<file path="src/rtl/scan_select_if.sv">
// scan_select_if: control inputs and decoder-facing outputs of the scan select sequencer
interface scan_select_if;
    logic       en;
    logic       start;
    logic       stop;
    logic [7:0] mask;
    logic [2:0] chan_idx;
    logic [2:0] sel_code;
    logic       sel_valid;
    logic       wrap;
    logic       busy;
    modport master (
        output en, start, stop, mask,
        input  chan_idx, sel_code, sel_valid, wrap, busy
    );
    modport slave (
        input  en, start, stop, mask,
        output chan_idx, sel_code, sel_valid, wrap, busy
    );
endinterface

</file>
<file path="src/rtl/scan_select_sequencer.sv">
// scan_select_sequencer: round-robin channel stepper with dwell timer feeding a 3-to-8 decoder
module scan_select_sequencer #(
    parameter int DWELL   = 4,
    parameter int DWELL_W = $clog2(DWELL) + 1
) (
    input logic          clk,
    input logic          rst,
    scan_select_if.slave bus
);
    typedef enum logic {IDLE, DWELL_ST} state_t;
    localparam logic [DWELL_W-1:0] DW_LAST = DWELL_W'(DWELL - 1);
    state_t               state_q, state_d;
    logic [DWELL_W-1:0]   cnt_q, cnt_d;
    logic [2:0]           chan_q, chan_d, next_chan, first_chan;
    logic                 wrap_q, wrap_d;
    logic                 pend_q, pend_d;
    // Lowest-offset set bit wins because it is assigned last.
    function automatic logic [2:0] first_set(input logic [7:0] m, input logic [2:0] from);
        first_set = from;
        for (int i = 7; i >= 0; i--)
            if (m[from + 3'(i)]) first_set = from + 3'(i);
    endfunction
    always_ff @(posedge clk) begin
        if (rst) begin
            state_q <= IDLE;
            cnt_q   <= '0;
            chan_q  <= '0;
            wrap_q  <= 1'b0;
            pend_q  <= 1'b0;
        end else begin
            state_q <= state_d;
            cnt_q   <= cnt_d;
            chan_q  <= chan_d;
            wrap_q  <= wrap_d;
            pend_q  <= pend_d;
        end
    end
    always_comb begin
        state_d    = state_q;
        cnt_d      = cnt_q;
        chan_d     = chan_q;
        wrap_d     = 1'b0;
        pend_d     = pend_q;
        next_chan  = first_set(bus.mask, chan_q + 3'd1);
        first_chan = first_set(bus.mask, 3'd0);
        if (state_q == IDLE) begin
            pend_d = 1'b0;
            if (bus.start && |bus.mask) begin
                state_d = DWELL_ST;
                chan_d  = first_chan;
                cnt_d   = DW_LAST;
            end
        end else if (!bus.en || cnt_q != '0) begin
            // A stop here only arms; the current channel still finishes its dwell.
            pend_d = pend_q | bus.stop;
            cnt_d  = bus.en ? cnt_q - DWELL_W'(1) : cnt_q;
        end else if (pend_q || bus.stop || bus.mask == 8'h00) begin
            state_d = IDLE;
            pend_d  = 1'b0;
        end else begin
            chan_d = next_chan;
            cnt_d  = DW_LAST;
            wrap_d = next_chan <= chan_q;
        end
    end
    assign bus.chan_idx  = chan_q;
    assign bus.sel_code  = {chan_q[0], chan_q[1], chan_q[2]};
    assign bus.sel_valid = state_q == DWELL_ST;
    assign bus.busy      = state_q == DWELL_ST;
    assign bus.wrap      = wrap_q;
endmodule

</file>
<file path="src/flat_wrapper.sv">
// flat-port wrapper written by rule: the top's interface ports become plain ports
module scan_select_sequencer_flat 
#(
    parameter int DWELL   = 4,
    parameter int DWELL_W = $clog2(DWELL) + 1
)
  (clk, rst, bus_en, bus_start, bus_stop, bus_mask, bus_chan_idx, bus_sel_code, bus_sel_valid, bus_wrap, bus_busy);
  scan_select_if bus_i ();
  input logic clk;
  input logic rst;
  input wire logic [$bits(bus_i.en)-1:0] bus_en;
  input wire logic [$bits(bus_i.start)-1:0] bus_start;
  input wire logic [$bits(bus_i.stop)-1:0] bus_stop;
  input wire logic [$bits(bus_i.mask)-1:0] bus_mask;
  output wire logic [$bits(bus_i.chan_idx)-1:0] bus_chan_idx;
  output wire logic [$bits(bus_i.sel_code)-1:0] bus_sel_code;
  output wire logic [$bits(bus_i.sel_valid)-1:0] bus_sel_valid;
  output wire logic [$bits(bus_i.wrap)-1:0] bus_wrap;
  output wire logic [$bits(bus_i.busy)-1:0] bus_busy;
  assign bus_i.en = bus_en;
  assign bus_i.start = bus_start;
  assign bus_i.stop = bus_stop;
  assign bus_i.mask = bus_mask;
  assign bus_chan_idx = bus_i.chan_idx;
  assign bus_sel_code = bus_i.sel_code;
  assign bus_sel_valid = bus_i.sel_valid;
  assign bus_wrap = bus_i.wrap;
  assign bus_busy = bus_i.busy;
  scan_select_sequencer #(.DWELL(DWELL), .DWELL_W(DWELL_W)) u_core (.clk(clk), .rst(rst), .bus(bus_i));
endmodule
</file>
<file path="config.mk">
export PLATFORM = sky130hd
export DESIGN_NAME = scan_select_sequencer_flat
export DESIGN_NICKNAME = d
export VERILOG_FILES = /design/src/rtl/scan_select_if.sv /design/src/rtl/scan_select_sequencer.sv /design/src/flat_wrapper.sv
export SDC_FILE = /design/constraint.sdc
export NUM_CORES = 1
export LEC_CHECK = 0
export BUFFER_PORTS_ARGS = -buffer_cell sky130_fd_sc_hd__buf_4
export CAP_MARGIN = 10
export CORE_UTILIZATION = 58
export CTS_BUF_LIST = sky130_fd_sc_hd__clkbuf_4 sky130_fd_sc_hd__clkbuf_8
export DETAILED_ROUTE_END_ITERATION = 12
export HOLD_SLACK_MARGIN = 0.1
export PLACE_DENSITY = 0.82
export RECOVER_POWER = 50
export SLEW_MARGIN = 20
export SYNTH_ARGS = -nofsm -noshare
export SYNTH_HDL_FRONTEND = slang
export SYNTH_SLANG_ARGS = --single-unit
</file>
<file path="constraint.sdc">
create_clock -name clk -period 5.05 [get_ports clk]
set_input_delay 0.505 -clock clk [delete_from_list [all_inputs] [get_ports clk]]
set_output_delay 0.505 -clock clk [all_outputs]
set_load 0.01 [all_outputs]
</file>
# Word level (Yosys, flattened, before mapping)
# Index checks and enable logic that the tools add are counted.
# totals
regBits	9
input_bits	13
output_inout_bits	9
wordCells	90
# op_classes
addsub	9
n_lt_le_gt_ge	9
eq_ne	4
muxes	47
bitwise_logic	2
reduce_logical	14
# op_table
op	count
$mux W3	25
$lt A3 B4 Y1 const B	8
$bmux W1 S3	8
$mux W1	14
$add A3 B3 Y3 const B	4
$logic_not A8 Y1	1
$reduce_or A8 Y1	1
$add A3 B1 Y3 const B	2
$add A3 B2 Y3 const B	2
$ne A3 B3 Y1 const B	2
$reduce_and A3 Y1	2
$ne A2 B2 Y1 const B	2
$reduce_bool A2 Y1	2
$reduce_or A4 Y1	1
$le A3 B3 Y1	1
$logic_or A1 B1 Y1	3
$reduce_bool A3 Y1	1
$sub A3 B1 Y3 const B	1
$reduce_or A2 Y1	1
$logic_and A1 B1 Y1	1
$logic_not A1 Y1	1
$not A1 Y1	1
$or A1 B1 Y1	1

# Depth between registers and ports, before layout
# Gate-level depths: netlist (run 1).
# depth
word_depth	15
mapped_depth	16
depth_no_buf	14

# Worst setup path after synthesis (run 1)
# OpenSTA, ideal clock, no wires.
# synth_path
kind	register to register
start	reg u_core.chan_q[0], in the netlist u_core.bus.chan_idx[0]
end	reg u_core.wrap_q, in the netlist u_core.bus.wrap
setup_time_ns	0.092
arrival_time_ns	3.466
t_required_ns	4.958
setup_slack_ns	1.492
stages_incl_launch_ff	14
path_buffers	2
synth_period_minus_slack_ns	3.558
cell_sequence	dfxtp_1 buf_4 inv_1 ha_1 buf_6 mux4_1 a2111o_1 o21ai_0 xnor2_1 ha_1 a21o_1 a21oi_1 a31oi_1 nor4_1
# synth_between
elab_chain_cells	13
word_cells_on_any_way	33
cone_classes	8 x add/sub; 1 x order compare; 24 x mux
# synth_rtl
item	line	rtl
start: declaration	scan_select_sequencer.sv:14	logic [2:0] chan_q, chan_d, next_chan, first_chan;
start signal: assignment	scan_select_sequencer.sv:33	chan_q <= chan_d;
$add A3 B1 Y3	scan_select_sequencer.sv:44	next_chan = first_set(bus.mask, chan_q + 3'd1);
$add A3 B3 Y3	scan_select_sequencer.sv:21	if (m[from + 3'(i)]) first_set = from + 3'(i);
$bmux W1 S3	scan_select_sequencer.sv:21	
$mux W1 (not written as such)	scan_select_sequencer.sv:21	
$mux W3 (8 in series)	scan_select_sequencer.sv:21	
$le A3 B3 Y1 (*)	scan_select_sequencer.sv:63	wrap_d = next_chan <= chan_q;
end signal: assignment	scan_select_sequencer.sv:34	wrap_q <= wrap_d;
end: declaration	scan_select_sequencer.sv:15	logic wrap_q, wrap_d;
# Mark *: on every way between the ends. The rest lies on a longest branch, timed or not. The select of a mux whose other input is x is not followed.
# A chain may end at the register's enable or synchronous reset.

# Worst setup path in the final report (run 1)
# Same ends and word-level chain as after synthesis.

==> out/results.ini, run 1 <==
[placed_design]
io_buffers = 21
gp_congestion = 0.894
hpwl_mm = 2.44
postPlaceCellArea_mm2 = 0.00146

[floorplanning]
fp.dieW_um = 49.9
rows = 16
die_h_um = 49.9
coreArea_mm2 = 0.00206
initial_core_util = 0.645
io_pins = 22
die-area_mm2 = 0.00249

[clock_network]
clkSlewWorstSetupHoldPaths_ns = 0.06
clk_path_buf_depth = 2
ctsRootBufferMaster = clkbuf_4
cts_tree = built
cts-htree-levels = 1
numCtsBuffers = 3
cts_resized = 0
cts.sink_count = 9
cts_setup_buffers = 0
insertion_delay_ns = 0.27
cts_hold_buf = 0

[worst_setup_path]
arrival_ns = 4.08
cp-start-kind = flop
r2r_end = u_core.bus.wrap
end_kind = flop
rr_worst_depth = 13
cp.required_ns = 5.22
timing.rr.start = u_core.bus.chan_idx[0]
crit_fanout = 16
reg2reg_slack_ns = 1.14
critical_path_class = reg -> reg

[logic_synthesis]
yosys_warnings = 0
ys_seq_area_frac = 0.135
avgSynthCellArea_um2 = 8.36
synth-seq-cells = 9
syn_area_mm2 = 0.00133
ys_types = 52
synthCells = 159
synth_fp_nets = 179
ys_async_sr_fraction = 0
synth_flop_cell = dfxtp_1
synth_edf_count = 0

[sta]
rsz0062_at_grt = false
relSlewSlack = 0.463
fin_crit_sh = 0.774
timing.fmax_mhz = 256
tightest_slew_ns = 0.805
slew_viol_final = 0
holdWs_ns = 0.474
clock_skew_ns = 0.00489
fin_crit_ns = 3.91
setup-tns-final_ns = 0
final-setup-viol-count = 0
hold_viol = 0

[final_layout]
layout-drive-gt1-share = 0.171
design_area_mm2 = 0.00146
area_growth_pct = 9.97
layout.nets = 196
diodes = 0

[global_route]
grt_max_degree = 17
grt_pass1_wl_mm = 5.26
grt_pass1_vias = 1159
grt_usage = 0.276
overflow = 0
antenna_found_initial = 0

[hold_path]
hold_path_class = reg -> reg
min_from = u_core.cnt_q[0]
min_path_cells = 1
min_to = u_core.cnt_q[0]

[pwr]
p_per_area_mw_per_mm2 = 332
p_leak_nw = 0.613
peakVddDrop_mv = 0.226

[detailed_routing]
drtIter0Drc = 79
via_per_inst = 6.64
wire_per_inst_um = 15.5
drc = 0
wl_mm = 3.12
num_vias = 1342
drtAntennaViolNets = 0
dr.pass1.iters = 4

[status]
status = completed

[run]
drv_cap = 0

-- how the worst max path moves through the flow --
stage,from,end,cells past startpoint
6_report,u_core.bus.chan_idx[0],u_core.bus.wrap,13
2_1_floorplan,u_core.bus.chan_idx[0],u_core.bus.wrap,13
5_1_grt,u_core.bus.chan_idx[0],u_core.bus.wrap,13
4_1_cts,u_core.bus.chan_idx[0],u_core.bus.wrap,13
3_3_place_gp,u_core.bus.chan_idx[0],u_core.bus.wrap,13
3_5_place_dp,u_core.bus.chan_idx[0],u_core.bus.wrap,13
-- cell usage in the layout (no fill, tap or decap), types with 3 or more instances in the layout --
cell type,synthesis,routed
nand2_1,9,9
buf_4,5,14
ha_1,7,7
nor2_1,16,16
clkbuf_1,2,8
mux4_2,6,6
nor3_1,6,6
xnor2_1,3,3
a21o_1,3,3
a311oi_1,3,3
nor4_1,3,3
or3_1,3,3
o21ai_0,5,5
mux2i_1,6,6
dfxtp_1,9,9
a21oi_1,11,11
inv_1,13,13
nand3_1,4,4
clkbuf_4,0,4
a211oi_1,3,3
-- Yosys cell counts (3+ instances only) --
master	n	area (um2)
nor2_1	16	60.1
inv_1	13	48.8
a21oi_1	11	55.1
dfxtp_1	9	180
nand2_1	9	33.8
ha_1	7	87.6
mux2i_1	6	60.1
mux4_2	6	135
nor3_1	6	30.0
buf_4	5	37.5
o21ai_0	5	25.0
nand3_1	4	20.0
a211oi_1	3	22.5
a21o_1	3	22.5
a311oi_1	3	26.3
nor4_1	3	18.8
or3_1	3	18.8
xnor2_1	3	26.3
-- where the power goes --
group / switching [mW] / leakage [nW] / internal, mW
Clock: 0.0282 / 0.0184 / 0.0360
Sequential: 0.00804 / 0.0740 / 0.0773
Combinational: 0.182 / 0.521 / 0.154
Total: 0.218 / 0.613 / 0.268
-- final cells by class --
class | count | area (um2)
Multi-Input combinational cell | 127 | 1030
Fill cell | 184 | 599
Sequential cell | 9 | 180
Timing Repair Buffer | 22 | 135
Inverter | 13 | 48.8
Tap cell | 27 | 33.8
Clock buffer | 4 | 30.0
-- worst max-delay path, cell delays in order, from the launching register on --
cell and delay [ns]:
dfxtp_1 0.33, clkbuf_1 0.62, ha_1 0.52, xnor3_1 0.39, mux2_2 0.28, nor2_1 0.05
a2111o_1 0.40, o21ai_0 0.23, xnor2_1 0.16, ha_1 0.27, a21o_1 0.16, a21oi_1 0.15
a31oi_1 0.05, nor4_1 0.19
-- cells by family (layout without fill, tap and decap cells) --
group / count (synthesis) / after routing / share of synthesized area
AO/OA/AOI/OAI: 46 / 46 / 0.247
XOR/XNOR: 6 / 6 / 0.0621
adder cells (fa/ha/maj): 7 / 7 / 0.0658
buffers and inverters: 23 / 39 / 0.0866
flip-flops: 9 / 9 / 0.135
multiplexers: 17 / 17 / 0.212
AND/OR/NAND/NOR: 51 / 51 / 0.191
-- sequential cells by signal, summed over array words and instances (netlist names) --
signal and cells:
u_core.bus.chan_idx 3, u_core.pend_q 1, u_core.cnt_q 3, u_core.bus.busy 1, u_core.bus.wrap 1
-- routing by layer --
metal | vias up | share of wire | global-route usage
li1 | 647 | - | -
met5 | - | 0 | 0
met4 | 0 | 0.0099 | 0.0429
met2 | 78 | 0.46 | 0.426
met1 | 613 | 0.45 | 0.395
met3 | 4 | 0.085 | 0.0648
-- stage by stage --
step | util | power [mW] | instances | setup slack, ns
after floorplan | - | 0.356 | 159 | 1.49
after detailed placement | 0.709 | 0.422 | 198 | 1.42
after global placement | 0.709 | 0.413 | 198 | 1.53
after global routing | 0.709 | 0.523 | 202 | 0.918
after CTS | 0.724 | 0.486 | 202 | 1.35
final | 0.709 | 0.486 | 202 | 1.14
No activity file was read; power rests on OpenSTA's default activity.
==> run 2, diff against run 1 <==
Settings changed: ABC_AREA set to 1.
Clock period 5.05 ns to 4 ns, I/O delays scaled along.
==> run 2 against run 1 <==
  * Clock skew fell by 0.0042 ns
  * Sequential share of layout area is 0.16 points higher
  * Design area down 1.3%
  * Global-route usage is 0.86 points higher
  * Critical endpoint unchanged
  * Largest cell class unchanged
==> out/results.ini, run 2 <==
[logic_synthesis]
avgSynthCellArea_um2 = 5.99  ; was 8.36 um2
yosys_warnings = 0  ; unchanged
ys_async_sr_fraction = 0  ; unchanged
synthCells = 221  ; was 159
synth_fp_nets = 241  ; was 179
synth_flop_cell = dfxtp_1  ; unchanged
synth_top_area_share = 0.167  ; was 0.135
ys_seq_area_frac = 0.136  ; was 0.135
synth_area_leaders = nand2_1 17%, dfxtp_1 14%, nand3_1 12%  ; was dfxtp_1 14%, mux4_2 10%, ha_1 6.6%
syn_area_mm2 = 0.00132  ; was 0.00133 mm2
synth_top_cell_by_area = nand2_1  ; was dfxtp_1
yosys-top-cells-count = 59 x nand2_1, 31 x nand3_1, 26 x inv_1, 14 x nand2_2, 14 x nor2_1  ; was 16 x nor2_1, 13 x inv_1, 11 x a21oi_1, 9 x dfxtp_1, 9 x nand2_1
synth-seq-cells = 9  ; unchanged
ys_types = 32  ; was 52
synth_most_common_cell = nand2_1  ; was nor2_1
synth_edf_count = 0  ; unchanged

[placed_design]
io_buffers = 21  ; unchanged
gp_congestion = 0.915  ; was 0.894
hpwl_mm = 2.63  ; was 2.44 mm

[clock_network]
cts_resized = 0  ; unchanged
numCtsBuffers = 3  ; unchanged
clk_path_buf_depth = 2  ; unchanged
cts-htree-levels = 1  ; unchanged
clkSlewWorstSetupHoldPaths_ns = 0.06  ; about the same
cts_tree = built  ; unchanged
ctsRootBufferMaster = clkbuf_4  ; unchanged
insertion_delay_ns = 0.27  ; about the same
cts_hold_buf = 0  ; unchanged
cts.sink_count = 9  ; unchanged
cts_setup_buffers = 0  ; unchanged

[worst_setup_path]
cp-start-kind = flop  ; unchanged
timing.rr.start = u_core.bus.chan_idx[0]  ; unchanged
critical_path_class = reg -> reg  ; unchanged
reg2reg_slack_ns = 0.82  ; was 1.14 ns
cp.required_ns = 4.16  ; was 5.22 ns
arrival_ns = 3.33  ; was 4.08 ns
rr_worst_depth = 20  ; was 13
r2r_end = u_core.bus.wrap  ; unchanged
crit_fanout = 9  ; was 16
end_kind = flop  ; unchanged

[final_layout]
layout.nets = 260  ; was 196
layout-drive-gt1-share = 0.209  ; was 0.171
utilization = 0.700  ; was 0.709
diodes = 0  ; unchanged
final_common_cell = nand2_1  ; was nor2_1
area_growth_pct = 9.07  ; was 9.97%
final_cell_mix = 59 x nand2_1, 31 x nand3_1, 26 x inv_1  ; was 16 x nor2_1, 14 x buf_4, 13 x inv_1

[floorplanning]
fp.dieW_um = 49.8  ; was 49.9 um
rows = 16  ; unchanged
die-area_mm2 = 0.00248  ; was 0.00249 mm2
initial_core_util = 0.642  ; was 0.645
io_pins = 22  ; unchanged
die_h_um = 49.8  ; was 49.9 um
coreArea_mm2 = 0.00206  ; unchanged

[run]
drv_cap = 0  ; unchanged

[pwr]
p_seq_frac = 0.176  ; about the same
sw_frac_of_total = 0.519  ; was 0.449
power_switching_mw = 0.327  ; was 0.218 mW
p_per_area_mw_per_mm2 = 436  ; was 332 mW/mm2
clock_power_share = 0.129  ; was 0.132
power_frac_comb = 0.695  ; was 0.692
peakVddDrop_mv = 0.250  ; was 0.226 mV
p_leak_nw = 0.751  ; was 0.613 nW
p_int_mw = 0.302  ; was 0.268 mW

[sta]
final-setup-viol-count = 0  ; unchanged
rsz0062_at_grt = false  ; unchanged
relSlewSlack = 0.744  ; was 0.463
timing.fmax_mhz = 315  ; was 256 MHz
slew_viol_final = 0  ; unchanged
tightest_slew_ns = 0.384  ; was 0.805 ns
fin_crit_sh = 0.794  ; was 0.774
setup-tns-final_ns = 0  ; unchanged
clock_skew_ns = 0.000681  ; was 0.00489 ns
fin_crit_ns = 3.18  ; was 3.91 ns
hold_viol = 0  ; unchanged

[hold_path]
hold_path_class = in -> reg  ; was reg -> reg
min_from = rst  ; was u_core.cnt_q[0]
min_path_cells = 2  ; was 1
min_to = u_core.bus.chan_idx[0]  ; was u_core.cnt_q[0]

[detailed_routing]
drtIter0Drc = 65  ; was 79
num_vias = 1444  ; was 1,342
wire_per_inst_um = 11.8  ; was 15.5 um
drtAntennaViolNets = 0  ; unchanged
wl_mm = 3.15  ; was 3.12 mm
dr.pass1.iters = 4  ; unchanged
via_per_inst = 5.43  ; was 6.64
drc = 0  ; unchanged

[global_route]
grt_max_degree = 23  ; was 17
antenna_found_initial = 0  ; unchanged
grt_pass1_wl_mm = 5.49  ; was 5.26 mm
overflow = 0  ; unchanged
grt_usage = 0.285  ; was 0.276
grt_pass1_vias = 1275  ; was 1,159

[status]
status = completed  ; unchanged

run 2: cell types whose count changed in the layout (fill, tap and decap cells not counted), moves of 4 or more:
cell and change:
inv_1 +13, nand3_1 +27, nand2_1 +50, nor3_1 -4, nand2_2 +14, o21ai_0 +6
mux4_2 -6, mux2i_1 -6
run 2: layer usage:
metal | vias to the layer above | GRT usage | routed length, um | share of wire
li1 | 751 | - | - | -
met1 | 632 | 0.381 | 1490 | 0.47
met2 | 53 | 0.468 | 1430 | 0.46
met3 | 8 | 0.0525 | 181 | 0.058
met4 | 0 | 0.0619 | 38 | 0.012
met5 | - | 0 | 0 | 0
run 2: layout make-up:
| cell class | count | area (um2) |
|---|---|---|
| multi-input combinational | 173 | 937 |
| fill | 199 | 618 |
| sequential | 9 | 180 |
| timing repair buffer | 22 | 135 |
| inverter | 31 | 128 |
| tap | 27 | 33.8 |
| clock buffer | 4 | 30.0 |
run 2: logic make-up (layout without fill, tap and decap cells):
| logic type | count (synthesis) | in the layout | synth area share |
|---|---|---|---|
| AND/OR/NAND/NOR | 129 | 129 | 0.460 |
| buffers and inverters | 39 | 57 | 0.156 |
| AO/OA/AOI/OAI | 35 | 35 | 0.157 |
| flip-flops | 9 | 9 | 0.136 |
| adder cells (fa/ha/maj) | 7 | 7 | 0.0662 |
| XOR/XNOR | 2 | 2 | 0.0246 |
run 2: power groups by stage:
stage | Sequential [mW] | Combinational, mW | Clock (mW)
global route | 0.112 | 0.500 | 0.0872
global placement | 0.112 | 0.425 | 0
detailed placement | 0.113 | 0.437 | 0
floorplan | 0.110 | 0.359 | 0
finish | 0.111 | 0.437 | 0.0811
CTS | 0.111 | 0.438 | 0.0830
run 2: through the flow:
stage               setup WS (ns)  hold WS, ns  total power, mW  std cells  cell area (um2)
floorplan                    1.12        0.431            0.469        221             1320
global placement            0.916        0.443            0.538        262             1440
detailed placement          0.842        0.475            0.550        262             1440
CTS                         0.837        0.309            0.632        266             1470
global route                0.509        0.315            0.699        266             1440
finish                      0.825        0.315            0.629        266             1440
run 2: how the worst max path moves through the flow:
stage	start	end	slack [ns]	depth (start not counted)
final	u_core.bus.chan_idx[0]	u_core.bus.wrap	0.82	20
after CTS	u_core.bus.chan_idx[0]	u_core.bus.wrap	0.84	20
after global placement	u_core.bus.chan_idx[0]	u_core.bus.wrap	0.92	20
after detailed placement	u_core.bus.chan_idx[0]	u_core.bus.wrap	0.84	20
after global routing	u_core.bus.chan_idx[0]	u_core.bus.wrap	0.51	21
after floorplan	u_core.bus.chan_idx[0]	u_core.bus.wrap	1.12	22
run 2: worst max-delay path, cell delays in order, from the launching register on:
cell and delay (ns):
dfxtp_1 0.44, inv_8 0.07, ha_1 0.52, inv_4 0.11, nand2_2 0.10, nand2_4 0.07, inv_2 0.08, nand2_1 0.08
nand3_1 0.12, nand2_1 0.09, inv_1 0.10, nand2_1 0.05, o21bai_1 0.15, nand2_1 0.06, nand2_1 0.06, nand2_1 0.07
nand2_2 0.06, ha_1 0.30, a21oi_1 0.12, o21ai_0 0.08, a2111oi_0 0.33
==> run 3, diff against run 2 <==
Settings changed: CORE_UTILIZATION 58 to 53, PLACE_DENSITY 0.82 to 0.79.
Clock period 4 ns to 2.8 ns, I/O delays scaled along.
==> run 3 against run 2 <==
  * Global-route usage down 2.4 points
  * Power increased by 79%
  * Non-clock buffer count is 15 higher
  * Sequential cell count is the same
  * Via count rose by 3.7%
  * Worst setup slack got worse by 0.69 ns
  * Sequential power increased by 43%
  * Combinational power up 97%
  * Critical endpoint unchanged
==> out/results.ini, run 3 (synthesis results as in run 2) <==
[status]
status = completed  ; unchanged

[final_layout]
multiInputGateArea_mm2 = 0.00110  ; was 937 um2
utilization = 0.765  ; was 0.700
final_common_cell = nand2_1  ; unchanged
seq_area_um2 = 184  ; was 180 um2
layout.nets = 275  ; was 260
area_growth_pct = 31.5  ; was 9.07%
final_cell_mix = 53 x nand2_1, 31 x buf_4, 25 x nand3_1  ; was 59 x nand2_1, 31 x nand3_1, 26 x inv_1
layout-drive-gt1-share = 0.366  ; was 0.209
fillCellCount = 198  ; was 199
fin_cells = 282  ; was 266
diodes = 0  ; unchanged

[worst_setup_path]
critical_path_class = reg -> reg  ; unchanged
crit_fanout = 7  ; was 9
cpMostUsedCell = nand2_2  ; was nand2_1
arrival_ns = 2.83  ; was 3.33 ns
cp_top_family = simple AND/OR/NAND/NOR gates  ; was adder cells
cpMaxStageDelayCell = dfxtp_4  ; was ha_1
end_kind = flop  ; unchanged
critPathBufInv = 3  ; was 4
cp.required_ns = 2.96  ; was 4.16 ns
worstPathCellList = inv_8, ha_4, inv_4, nand2_4, nand2_8, inv_4, nand2_2, nand2_2, nand2_2, nand2_2, o21ai_2, nor2_1, o21bai_1, nand2_1, nand2_1, nand2_1, nand2_2, ha_4, a21oi_2, o21ai_1, a2111oi_2  ; was inv_8, ha_1, inv_4, nand2_2, nand2_4, inv_2, nand2_1, nand3_1, nand2_1, inv_1, nand2_1, o21bai_1, nand2_1, nand2_1, nand2_1, nand2_2, ha_1, a21oi_1, o21ai_0, a2111oi_0
critPathMaxStageDelay_ns = 0.40  ; was 0.52 ns
cp-start-kind = flop  ; unchanged

[placed_design]
gp_congestion = 0.910  ; was 0.915
dp.cells = 277  ; was 262
hpwl_mm = 2.62  ; was 2.63 mm
preCtsSetupSlack_ns = -0.115  ; was 0.842 ns
io_buffers = 21  ; unchanged

[detailed_routing]
drtIter0Drc = 49  ; was 65
wire_per_inst_um = 12.6  ; was 11.8 um
num_vias = 1498  ; was 1,444
wl_mm = 3.56  ; was 3.15 mm
dr.pass1.iters = 4  ; unchanged
drc = 0  ; unchanged
drtAntennaViolNets = 0  ; unchanged
via_per_inst = 5.31  ; was 5.43

[sta]
final-setup-viol-count = 0  ; unchanged
tightest_slew_ns = 0.425  ; was 0.384 ns
relSlewSlack = 0.717  ; was 0.744
hold_viol = 0  ; unchanged
fin_crit_ns = 2.67  ; was 3.18 ns
slew_viol_final = 0  ; unchanged
clock_skew_ns = 0.00400  ; was 0.000681 ns
layout_setup_ws_ns = 0.132  ; was 0.825 ns
fin_crit_sh = 0.953  ; was 0.794
timing.fmax_mhz = 375  ; was 315 MHz

[clock_network]
insertion_delay_ns = 0.26  ; was 0.27 ns
clk_path_buf_depth = 2  ; unchanged
ctsRootBufferMaster = clkbuf_4  ; unchanged
cts_hold_buf = 0  ; unchanged
numCtsBuffers = 3  ; unchanged
cts.sink_count = 9  ; unchanged
clkSlewWorstSetupHoldPaths_ns = 0.06  ; about the same
cts-htree-levels = 1  ; unchanged
cts_tree = built  ; unchanged

[run]
drv_cap = 0  ; unchanged

[pwr]
p_per_area_mw_per_mm2 = 648  ; was 436 mW/mm2
p_int_mw = 0.572  ; was 0.302 mW
p_leak_nw = 0.869  ; was 0.751 nW
clock_power_share = 0.097  ; was 0.129
power_frac_comb = 0.762  ; was 0.695
p_seq_frac = 0.141  ; was 0.176
sw_frac_of_total = 0.493  ; was 0.519
power_switching_mw = 0.557  ; was 0.327 mW
peakVddDrop_mv = 0.535  ; was 0.250 mV

[floorplanning]
rows = 17  ; was 16
die-area_mm2 = 0.00270  ; was 0.00248 mm2
coreArea_mm2 = 0.00228  ; was 0.00206 mm2
die_h_um = 52.0  ; was 49.8 um
io_pins = 22  ; unchanged
fp.dieW_um = 52.0  ; was 49.8 um
initial_core_util = 0.582  ; was 0.642

[hold_path]
hold_path_class = in -> reg  ; unchanged

[global_route]
overflow = 0  ; unchanged
grt_pass1_vias = 1245  ; was 1,275
grt_usage = 0.260  ; was 0.285
antenna_found_initial = 0  ; unchanged
grt_pass1_wl_mm = 5.27  ; was 5.49 mm
grt_max_degree = 13  ; was 23

run 3: cell types whose count changed in the layout (fill, tap and decap cells not counted), moves of 4 or more:
cell | previous run | this run
nand2_1 | 59 | 53
ha_1 | 7 | 3
nand3_1 | 31 | 25
nand3_2 | 0 | 6
buf_4 | 14 | 31
run 3: path summary, 6_finish.rpt:
check                           endpoint  cells past startpoint  slack (ns)                   start
setup / recovery         u_core.bus.wrap                     21        0.13  u_core.bus.chan_idx[0]
setup reg to reg         u_core.bus.wrap                     21        0.13  u_core.bus.chan_idx[0]
hold reg to reg          u_core.cnt_q[0]                      1        0.48         u_core.cnt_q[0]
hold / removal    u_core.bus.chan_idx[0]                      2        0.19                     rst
run 3: cell type report:
class / count / area share
Clock buffer: 4 / 0.0173
Inverter: 31 / 0.0748
Multi-Input combinational cell: 173 / 0.631
Sequential cell: 9 / 0.106
Tap cell: 28 / 0.0201
Timing Repair Buffer: 37 / 0.151
run 3: power groups by stage:
stage | logic [mW] | clock network (mW) | registers, mW
after floorplan | 0.517 | 0 | 0.158
after global placement | 0.684 | 0 | 0.159
after detailed placement | 0.694 | 0 | 0.160
after CTS | 0.708 | 0.109 | 0.158
after global routing | 0.944 | 0.123 | 0.161
final | 0.860 | 0.109 | 0.159
run 3: metrics by stage:
stage | total power [mW] | hold WS (ns) | cell area (um2) | TNS, ns
2_1_floorplan | 0.675 | 0.333 | 1340 | 0
3_3_place_gp | 0.843 | 0.450 | 1560 | -0.0483
3_5_place_dp | 0.853 | 0.459 | 1560 | -0.115
4_1_cts | 0.975 | 0.192 | 1610 | 0
5_1_grt | 1.23 | 0.177 | 1740 | -0.0334
6_report | 1.13 | 0.193 | 1740 | 0
run 3: timing repair:
item | CTS | global route
buffers inserted | 0 | 1
endpoints found under the setup margin | 1 | 1
hold endpoints to repair | 0 | 0
pin swaps | 1 | 17
gates resized for setup | 3 | 34
run 3: routing by layer:
layer  GRT usage  share of wire
met3      0.0526          0.034
met5           0              0
met1       0.366           0.51
met2       0.423           0.46
met4      0.0135              0
